File: src/rtl/loader_pkg.sv
// Shared definitions for the instruction-memory program loader.
// The optional trailing checksum byte is enabled by defining LOADER_CHECKSUM_EN.
package loader_pkg;

    localparam int HDR_W  = 16;
    localparam int LANE_W = 2;
    localparam int WORD_W = 32;

    // ST_WLAST covers the write-strobe cycle of the final word, so that the
    // completion state is entered only after that strobe.
    typedef enum logic [2:0] {
        ST_IDLE  = 3'd0,
        ST_HDR0  = 3'd1,
        ST_HDR1  = 3'd2,
        ST_DATA  = 3'd3,
        ST_WLAST = 3'd4,
        ST_CSUM  = 3'd5,
        ST_DONE  = 3'd6,
        ST_ERR   = 3'd7
    } loader_state_e;

    // States in which the loader takes bytes from the stream.
    function automatic logic is_stream_state(loader_state_e s);
        return (s == ST_HDR0) || (s == ST_HDR1) || (s == ST_DATA) || (s == ST_CSUM);
    endfunction

endpackage

File: src/rtl/imem_loader_if.sv
// Byte-stream input and instruction-memory test write port of the loader.
// Handshake: a byte moves on a rising clk edge where rx_valid && rx_ready;
// the source holds rx_data stable while rx_valid is high and not yet accepted,
// and rx_ready is a registered output that never depends on rx_valid.
interface imem_loader_if;
    import loader_pkg::*;

    logic              rx_valid;
    logic [7:0]        rx_data;
    logic              rx_ready;
    logic [WORD_W-1:0] imem_test_addr;
    logic [WORD_W-1:0] imem_test_data;
    logic              imem_test_we;

    modport slave (
        input  rx_valid, rx_data,
        output rx_ready, imem_test_addr, imem_test_data, imem_test_we
    );

    modport master (
        output rx_valid, rx_data,
        input  rx_ready, imem_test_addr, imem_test_data, imem_test_we
    );

endinterface

File: src/rtl/byte_packer.sv
// Collects little-endian stream bytes into 32-bit words; lane 3 completes a word.
module byte_packer
    import loader_pkg::*;
(
    input  logic              clk,
    input  logic              reset,
    input  logic              en,
    input  logic [LANE_W-1:0] lane,
    input  logic [7:0]        byte_in,
    output logic [WORD_W-1:0] word,
    output logic              word_done
);

    logic [23:0] low_q, low_d;

    // Capture lanes 0..2; lane 3 is taken straight from the input byte.
    always_comb begin
        low_d = low_q;
        if (en) begin
            case (lane)
                2'd0:    low_d[7:0]   = byte_in;
                2'd1:    low_d[15:8]  = byte_in;
                2'd2:    low_d[23:16] = byte_in;
                default: low_d        = low_q;
            endcase
        end
    end

    // Lane byte register; cleared by reset so no stale bytes survive an abort.
    always_ff @(posedge clk or negedge reset) begin
        if (!reset) low_q <= '0;
        else        low_q <= low_d;
    end

    assign word      = {byte_in, low_q};
    assign word_done = en && (lane == LANE_W'(3));

endmodule

File: src/rtl/imem_loader.sv
// Loads instruction memory from a length-prefixed little-endian byte stream and
// holds the core in reset until a load completes.
// Optional feature macro: LOADER_CHECKSUM_EN (XOR checksum byte after the payload).
module imem_loader
    import loader_pkg::*;
#(
    parameter int MAX_WORDS = 256
) (
    input  logic          clk,
    input  logic          reset,
    input  logic          start,
    imem_loader_if.slave  bus,
    output logic          cpu_reset,
    output logic          busy,
    output logic          done,
    output logic          error,
    output loader_state_e state_dbg
);

`ifdef LOADER_CHECKSUM_EN
    localparam loader_state_e TAIL_STATE = ST_CSUM;
`else
    localparam loader_state_e TAIL_STATE = ST_DONE;
`endif

    loader_state_e     state_q, state_d;
    logic [7:0]        hdr_lo_q, hdr_lo_d;
    logic [HDR_W-1:0]  count_q, count_d;
    logic [LANE_W-1:0] lane_q, lane_d;
    logic [HDR_W-1:0]  idx_q, idx_d;
    logic              rx_ready_q, rx_ready_d;
    logic              we_q, we_d;
    logic [WORD_W-1:0] addr_q, addr_d;
    logic [WORD_W-1:0] data_q, data_d;
    logic              cpu_reset_q, cpu_reset_d;
    logic              busy_q, busy_d;
    logic              done_q, done_d;
    logic              error_q, error_d;
`ifdef LOADER_CHECKSUM_EN
    logic [7:0]        csum_q, csum_d;
`endif

    logic              accept;
    logic              restart;
    logic [HDR_W-1:0]  hdr_count;
    logic [WORD_W-1:0] packed_word;
    logic              word_done;

    assign accept    = bus.rx_valid && rx_ready_q;
    assign hdr_count = {bus.rx_data, hdr_lo_q};

    byte_packer u_packer (
        .clk       (clk),
        .reset     (reset),
        .en        (accept && (state_q == ST_DATA)),
        .lane      (lane_q),
        .byte_in   (bus.rx_data),
        .word      (packed_word),
        .word_done (word_done)
    );

    // Next-state, counters and registered-output values derived from the next state.
    always_comb begin
        state_d  = state_q;
        hdr_lo_d = hdr_lo_q;
        count_d  = count_q;
        lane_d   = lane_q;
        idx_d    = idx_q;
        addr_d   = addr_q;
        data_d   = data_q;
        we_d     = 1'b0;
        restart  = 1'b0;
`ifdef LOADER_CHECKSUM_EN
        csum_d   = csum_q;
`endif
        case (state_q)
            ST_IDLE: restart = start;
            ST_HDR0: begin
                if (accept) begin
                    hdr_lo_d = bus.rx_data;
                    state_d  = ST_HDR1;
                end
            end
            ST_HDR1: begin
                if (accept) begin
                    count_d = hdr_count;
                    if (hdr_count == '0)                        state_d = TAIL_STATE;
                    else if (hdr_count > HDR_W'(MAX_WORDS))     state_d = ST_ERR;
                    else                                        state_d = ST_DATA;
                end
            end
            ST_DATA: begin
                if (accept) begin
                    lane_d = lane_q + LANE_W'(1);
`ifdef LOADER_CHECKSUM_EN
                    csum_d = csum_q ^ bus.rx_data;
`endif
                    if (word_done) begin
                        we_d   = 1'b1;
                        addr_d = {{(WORD_W-HDR_W){1'b0}}, idx_q};
                        data_d = packed_word;
                        idx_d  = idx_q + HDR_W'(1);
                        if ((idx_q + HDR_W'(1)) == count_q) state_d = ST_WLAST;
                    end
                end
            end
            ST_WLAST: state_d = TAIL_STATE;
`ifdef LOADER_CHECKSUM_EN
            ST_CSUM: begin
                if (accept) state_d = (bus.rx_data == csum_q) ? ST_DONE : ST_ERR;
            end
`endif
            ST_DONE, ST_ERR: restart = start;
            default: state_d = ST_IDLE;
        endcase
        if (restart) begin
            state_d = ST_HDR0;
            lane_d  = '0;
            idx_d   = '0;
`ifdef LOADER_CHECKSUM_EN
            csum_d  = '0;
`endif
        end
        rx_ready_d  = is_stream_state(state_d);
        busy_d      = is_stream_state(state_d) || (state_d == ST_WLAST);
        done_d      = (state_d == ST_DONE);
        error_d     = (state_d == ST_ERR);
        cpu_reset_d = (state_d == ST_DONE);
    end

    // State and output registers; reset aborts a load immediately without a write.
    always_ff @(posedge clk or negedge reset) begin
        if (!reset) begin
            state_q     <= ST_IDLE;
            hdr_lo_q    <= '0;
            count_q     <= '0;
            lane_q      <= '0;
            idx_q       <= '0;
            rx_ready_q  <= 1'b0;
            we_q        <= 1'b0;
            addr_q      <= '0;
            data_q      <= '0;
            cpu_reset_q <= 1'b0;
            busy_q      <= 1'b0;
            done_q      <= 1'b0;
            error_q     <= 1'b0;
`ifdef LOADER_CHECKSUM_EN
            csum_q      <= '0;
`endif
        end else begin
            state_q     <= state_d;
            hdr_lo_q    <= hdr_lo_d;
            count_q     <= count_d;
            lane_q      <= lane_d;
            idx_q       <= idx_d;
            rx_ready_q  <= rx_ready_d;
            we_q        <= we_d;
            addr_q      <= addr_d;
            data_q      <= data_d;
            cpu_reset_q <= cpu_reset_d;
            busy_q      <= busy_d;
            done_q      <= done_d;
            error_q     <= error_d;
`ifdef LOADER_CHECKSUM_EN
            csum_q      <= csum_d;
`endif
        end
    end

    assign bus.rx_ready       = rx_ready_q;
    assign bus.imem_test_we   = we_q;
    assign bus.imem_test_addr = addr_q;
    assign bus.imem_test_data = data_q;
    assign cpu_reset          = cpu_reset_q;
    assign busy               = busy_q;
    assign done               = done_q;
    assign error              = error_q;
    assign state_dbg          = state_q;

endmodule

File: src/flat_wrapper.sv
// flat-port wrapper written by rule: the top's interface ports become plain ports
module imem_loader_flat import loader_pkg::*;
#(
    parameter int MAX_WORDS = 256
)
  (clk, reset, start, cpu_reset, busy, done, error, state_dbg, bus_rx_valid, bus_rx_data, bus_rx_ready, bus_imem_test_addr, bus_imem_test_data, bus_imem_test_we);
  imem_loader_if bus_i ();
  input  logic clk;
  input  logic reset;
  input  logic start;
  output logic cpu_reset;
  output logic busy;
  output logic done;
  output logic error;
  output loader_state_e state_dbg;
  input wire logic [$bits(bus_i.rx_valid)-1:0] bus_rx_valid;
  input wire logic [$bits(bus_i.rx_data)-1:0] bus_rx_data;
  output wire logic [$bits(bus_i.rx_ready)-1:0] bus_rx_ready;
  output wire logic [$bits(bus_i.imem_test_addr)-1:0] bus_imem_test_addr;
  output wire logic [$bits(bus_i.imem_test_data)-1:0] bus_imem_test_data;
  output wire logic [$bits(bus_i.imem_test_we)-1:0] bus_imem_test_we;
  assign bus_i.rx_valid = bus_rx_valid;
  assign bus_i.rx_data = bus_rx_data;
  assign bus_rx_ready = bus_i.rx_ready;
  assign bus_imem_test_addr = bus_i.imem_test_addr;
  assign bus_imem_test_data = bus_i.imem_test_data;
  assign bus_imem_test_we = bus_i.imem_test_we;
  imem_loader #(.MAX_WORDS(MAX_WORDS)) u_core (.clk(clk), .reset(reset), .start(start), .bus(bus_i), .cpu_reset(cpu_reset), .busy(busy), .done(done), .error(error), .state_dbg(state_dbg));
endmodule
File: config.mk
export PLATFORM = sky130hd
export DESIGN_NAME = imem_loader_flat
export DESIGN_NICKNAME = d
export VERILOG_FILES = /design/src/rtl/loader_pkg.sv /design/src/rtl/imem_loader_if.sv /design/src/rtl/byte_packer.sv /design/src/rtl/imem_loader.sv /design/src/flat_wrapper.sv
export SDC_FILE = /design/constraint.sdc
export NUM_CORES = 1
export LEC_CHECK = 0
export CAP_MARGIN = 20
export CELL_PAD_IN_SITES_DETAIL_PLACEMENT = 2
export CELL_PAD_IN_SITES_GLOBAL_PLACEMENT = 2
export CORE_ASPECT_RATIO = 2
export CORE_MARGIN = 5
export CORE_UTILIZATION = 36
export CTS_BUF_LIST = sky130_fd_sc_hd__clkbuf_4 sky130_fd_sc_hd__clkbuf_8
export CTS_CLUSTER_DIAMETER = 60
export DETAILED_ROUTE_END_ITERATION = 16
export PLACE_DENSITY_LB_ADDON = 0.08
export SETUP_SLACK_MARGIN = 0.4
export SYNTH_ARGS = -nofsm -noshare
export SYNTH_HDL_FRONTEND = slang
export SYNTH_SLANG_ARGS = --single-unit
File: constraint.sdc
create_clock -name clk -period 3.3 [get_ports clk]
set_clock_uncertainty 0.2 [all_clocks]
set_input_delay 0.66 -clock clk [delete_from_list [all_inputs] [get_ports clk]]
set_output_delay 0.66 -clock clk [all_outputs]
set_load 0.02 [all_outputs]
# After elaboration in Yosys (flattened, before gate mapping)
# Index checks and enable logic that the tools add are counted.
[totals]
elab_cells = 77
output_inout_bits = 73
input_bits = 12
regBits = 122
[op_classes]
n_eq_ne = 17
add_sub_neg = 2
n_mux = 20
magnitude_cmp = 1
reduce_logical = 22
[op_table]
columns = ["op", "count"]
rows = [
  ["16-bit 2-to-1 mux", 4],
  ["3-bit 2-to-1 mux", 8],
  ["3-bit == test, second input constant", 7],
  ["16-bit by 1-bit adder with 16-bit output, second input constant", 1],
  ["16-bit == test", 1],
  ["16-bit by 9-bit > comparator with 1-bit output, second input constant", 1],
  ["16-bit zero test", 1],
  ["3-bit one-hot mux with 5 select lines", 1],
  ["3-bit by 2-bit == test with 1-bit output, second input constant", 4],
  ["2-bit AND reduction", 6],
  ["3-bit by 1-bit == test with 1-bit output, second input constant", 2],
  ["2-bit 2-to-1 mux", 3],
  ["3-bit AND reduction", 2],
  ["2-bit nonzero test", 3],
  ["2-bit == test, second input constant", 2],
  ["1-bit logical OR", 4],
  ["1-bit 2-to-1 mux", 4],
  ["1-bit logical AND", 3],
  ["3-bit zero test", 1],
  ["3-bit OR reduction", 1],
  ["2-bit by 1-bit adder with 2-bit output, second input constant", 1],
  ["2-bit by 1-bit == test with 1-bit output, second input constant", 1],
  ["2-bit zero test", 1],
]

# Depth between registers and ports, before layout
[depth]
word_depth = 12
ltp_mapped = 9
depth_no_buf = 8

# Cells and area by module
# Synthesis repeated with hierarchy kept, for this count alone.
[hier_totals]
cells_unflattened = 540
area_unflattened_um2 = 5627.9
[by_module_without_submodules]
columns = ["module", "n_inst", "seq_area_each_um2", "cells_per_inst", "area_each_um2"]
rows = [
  ["imem_loader", 1, 2452.4, 480, 4648.2],
  ["byte_packer", 1, 600.6, 60, 979.7],
]

# Worst setup path before layout
# OpenSTA, ideal clock, no wires.
[synth_timing]
path_type = "register to register"
from = "reg u_core.idx_q[0]"
to = "reg u_core.cpu_reset_q, in the netlist u_core.cpu_reset"
arrival_time_ns = 2.032
required_time_ns = 3.034
setup_slack_ns = 1.003
path_buffers = 0
synth_period_minus_slack_ns = 2.297
setup_ns = 0.066
path_stages_with_launch = 8
cell_sequence = "dfrtp_1 ha_1 nand2_1 nor4_2 xnor2_1 o2111ai_1 nor4_4 o21ba_1"
[synth_between]
elab_chain_len = 8
[synth_lines]
columns = ["item", "line", "text"]
rows = [
  ["start, declared", "imem_loader.sv:30", "logic [HDR_W-1:0] idx_q, idx_d;"],
  ["start signal, assigned", "imem_loader.sv:155", "idx_q <= idx_d;"],
  ["16-bit by 1-bit adder with 16-bit output", "imem_loader.sv:103", "if ((idx_q + HDR_W'(1)) == count_q) state_d = ST_WLAST;"],
  ["16-bit == test", "imem_loader.sv:103", ""],
  ["3-bit 2-to-1 mux", "imem_loader.sv:103", ""],
  ["3-bit 2-to-1 mux", "imem_loader.sv:98", "if (word_done) begin"],
  ["3-bit 2-to-1 mux", "imem_loader.sv:93", "if (accept) begin"],
  ["3-bit one-hot mux with 5 select lines", "imem_loader.sv:76", "case (state_q)"],
  ["3-bit 2-to-1 mux", "imem_loader.sv:116", "if (restart) begin"],
  ["3-bit == test", "imem_loader.sv:128", "cpu_reset_d = (state_d == ST_DONE);"],
  ["net u_core.cpu_reset_d", "imem_loader.sv:35", "logic cpu_reset_q, cpu_reset_d;"],
  ["end signal, assigned", "imem_loader.sv:160", "cpu_reset_q <= cpu_reset_d;"],
  ["end, declared", "imem_loader.sv:35", ""],
]
# The timed path passes the listed nets, and every way through them passes these cells.
# A chain may end at the register's enable or synchronous reset.

# Worst setup path in the final report
[layout_timing]
from = "reg u_core.idx_q[4]"
to = "reg u_core.cpu_reset_q, in the netlist u_core.cpu_reset"
# The elaborated chain is that of the path after synthesis.

==> impl_results.md <==
* ANT nets after route at 0
* CP max FO at 10
* Synth Register Bits at 122
* Largest net degree at the start of global routing at 65
* Share of post-route cells with drive strength above 1 at 17.6%
* GPL Wtd Cong at 0.820
* Fin crit share at 80.8%
* Antenna violations before repair at 0
* Num Clock Sinks at 122
* Routed WL at 17.0 mm
* Synth Cell Area at 5750 sq um
* Synth Warn # at 0
* FMAX at 375 MHz
* Worst path slowest cell: dfrtp_1
* Core Rows at 65
* CP Launch Type: register
* GRT Util Overall at 19.0%
* Setup violators final at 0
* Post-synth top area share at 53.1%
* Final Core Density at 44.5%
* Avg Cell Area, Syn at 10.2 sq um
* Cells along the critical path: nand4_4 -> a211oi_1 -> o2111a_1 -> nand4_1 -> nor4_4 -> buf_4 -> o21ba_1
* Max VDD drop at 0.445 mV
* Clock Path Buffers at 2
* WP data required at 3.48 ns
* Most numerous cell in the Yosys netlist: nand2_1
* Switching portion of total power at 35.8%
* Top FF cell, synth: dfrtp_1
* Routed length per instance at 19.9 microns
* Ant. Diodes at 0
* Gr ovfl total at 0
* Synthesis-to-layout area growth at 22.2%
* CP top delay family: compound AO/OA/AOI/OAI gates
* CP endpoint kind: register
* Global-route wire length before repair at 27.5 mm
* Net count, final at 656
* Worst slew pin tran at 0.978 ns
* Post-DP HPWL at 12.6 mm
* Starting Density at 36.5%
* Clock share of power at 24.6%
* Async SR Flop Fraction at 100%
* Worst min path class: reg -> reg
* Worst Path Buf+Inv at 1
* Crit path DAT at 2.84 ns
* Post-synth EDFFs at 0
* Main area contributors after synthesis: dfrtp_1 53%, nand2_1 11%, mux2_2 9.2%, buf_4 3.0%, o21ai_0 1.8%
* Switching power at 0.00193 W
* Period minus WS final at 2.67 ns
* Synth cell types at 62
* Initial DRT Pass Iterations at 4
* RSZ-0062 raised after global routing: false
* Top cells by count, synth: 162 x nand2_1, 122 x dfrtp_1, 47 x mux2_2
* CTS buffer count at 17
* Pleak at 3.31 nW
* Clock Latency Late Sink at 0.44 ns
* Comb power frac at 32.2%
* Die area at 18800 sq um
* Vias per cell at 5.07
* Die Wd at 99.4 microns
* Via count at 4325
* P_int at 0.00346 W
* Setup tns final at 0 ns
* P per Cell Area at 766 nW/um^2
* Max cap viols at 0
* Cell taking the most area after synthesis: dfrtp_1
* Register area share after synthesis at 53.1%
* IO Count at 85
* Vias in the first global route at 4994
* Mapped Cells at 563
* Drt drc at 0
* R2R setup slack at 0.63 ns
* Iter 0 DRT Violations at 111
* Die Ht at 189 microns
* Sequential share of power at 43.3%
* Fin. max-slew vios at 0
* Worst-path clk slew at 0.08 ns
* Core Box Area at 15800 sq um
* CTS tree: done
* Worst path max stage delay at 0.62 ns
* Max transition margin at 34.1%
* Number of port buffers at 68
* Status: finished, final reports clean
* Clk root buf: clkbuf_8
* Final hold violation count at 0
* WS Path Type: reg -> reg
* H-tree depth at 4
-- worst register-to-register path, cell delays in order, from the launching register on --
cell and delay [ns]:
dfrtp_1 0.62, nand4_4 0.30, a211oi_1 0.46, o2111a_1 0.26
nand4_1 0.16, nor4_4 0.27, buf_4 0.19, o21ba_1 0.14
-- registers in the layout, indices dropped and copies added (netlist names) --
signal	cells
u_core.bus.imem_test_we	1
u_core.error	1
u_core.count_q	16
u_core.busy	1
u_core.lane_q	2
u_core.bus.imem_test_addr	16
u_core.idx_q	16
u_core.bus.rx_ready	1
u_core.state_dbg	3
u_core.hdr_lo_q	8
u_core.bus.imem_test_data	32
u_core.cpu_reset	1
u_core.u_packer.low_q	24
-- worst paths after layout --
path                                                 startpoint                                       end  depth (start not counted)
min in group asynchronous                                 reset               u_core.idx_q[1]$_DFFE_PN0P_                          2
max reg2reg                         u_core.idx_q[4]$_DFFE_PN0P_                u_core.cpu_reset$_DFF_PN0_                          7
max in group asynchronous                                 reset      u_core.u_packer.low_q[3]$_DFFE_PN0P_                          3
min reg2reg                u_core.u_packer.low_q[9]$_DFFE_PN0P_  u_core.bus.imem_test_data[9]$_DFFE_PN0P_                          2
max                                 u_core.idx_q[4]$_DFFE_PN0P_                u_core.cpu_reset$_DFF_PN0_                          7
min                        u_core.u_packer.low_q[9]$_DFFE_PN0P_  u_core.bus.imem_test_data[9]$_DFFE_PN0P_                          2
-- layout make-up --
class	count	area (sq um)
Multi-Input combinational cell	399	2430
Clock buffer	19	255
Timing Repair Buffer	91	878
Inverter	8	30.0
Clock inverter	13	133
Fill cell	1712	8750
Tap cell	201	251
Sequential cell	122	3050
-- timing repair --
item	4_1_cts	5_1_grt
setup buffers	0	1
hold buffers	1	0
resized for setup	0	0
endpoints found under the hold margin	27	0
setup endpoints to repair	0	6
-- cells by family (layout without fill, tap and decap cells) --
group	count (synthesis)	count (layout)	share of synthesized area, %
DFF	122	122	53.1
and+or+nand+nor	243	243	19.5
buffers and inverters	57	131	5.72
AOI/OAI and AO/OA	64	64	7.40
xor gates and xnor gates	21	21	3.46
other	1	16	0.0652
muxes	50	50	9.72
adders and majority gates	5	5	1.09
-- power by group through the flow --
stage	Sequential [W]	Combinational, W	Clock (W)
final	0.00233	0.00173	0.00132
after global placement	0.00233	0.00169	0
after global routing	0.00240	0.00188	0.00144
after detailed placement	0.00236	0.00176	0
after CTS	0.00234	0.00178	0.00137
after floorplan	0.00243	0.000926	0
-- metal layers --
layer	part of all wire, %	up-vias	global-route usage [%]
met5	0	-	0
met4	2.8	0	7.89
met3	2.1	25	3.19
met2	59	68	36.7
met1	36	2219	19.6
li1	-	2013	-
-- cells in the final DEF, fill, tap and decap left out, types with 9 or more instances in the layout --
cell / netlist / routed
nand2_1: 162 / 162
o21ai_0: 21 / 21
clkbuf_8: 0 / 18
conb_1: 1 / 16
clkdlybuf4s50_1: 0 / 67
buf_4: 23 / 21
mux2_2: 47 / 47
nand3_1: 9 / 9
xnor2_1: 12 / 12
dfrtp_1: 122 / 122
nor2_1: 26 / 26
-- per-stage QoR --
stage	hold slack, ns	power, W	area (sq um)	cells	worst slack [ns]
final	0.270	0.00539	7030	853	0.634
after global routing	0.292	0.00572	7030	853	0.479
after CTS	0.276	0.00549	7020	852	0.429
after detailed placement	0.262	0.00412	6620	819	0.183
after global placement	0.249	0.00401	6620	819	0.213
after floorplan	0.164	0.00335	5810	578	1.00
(Power assumes the default switching activity.)
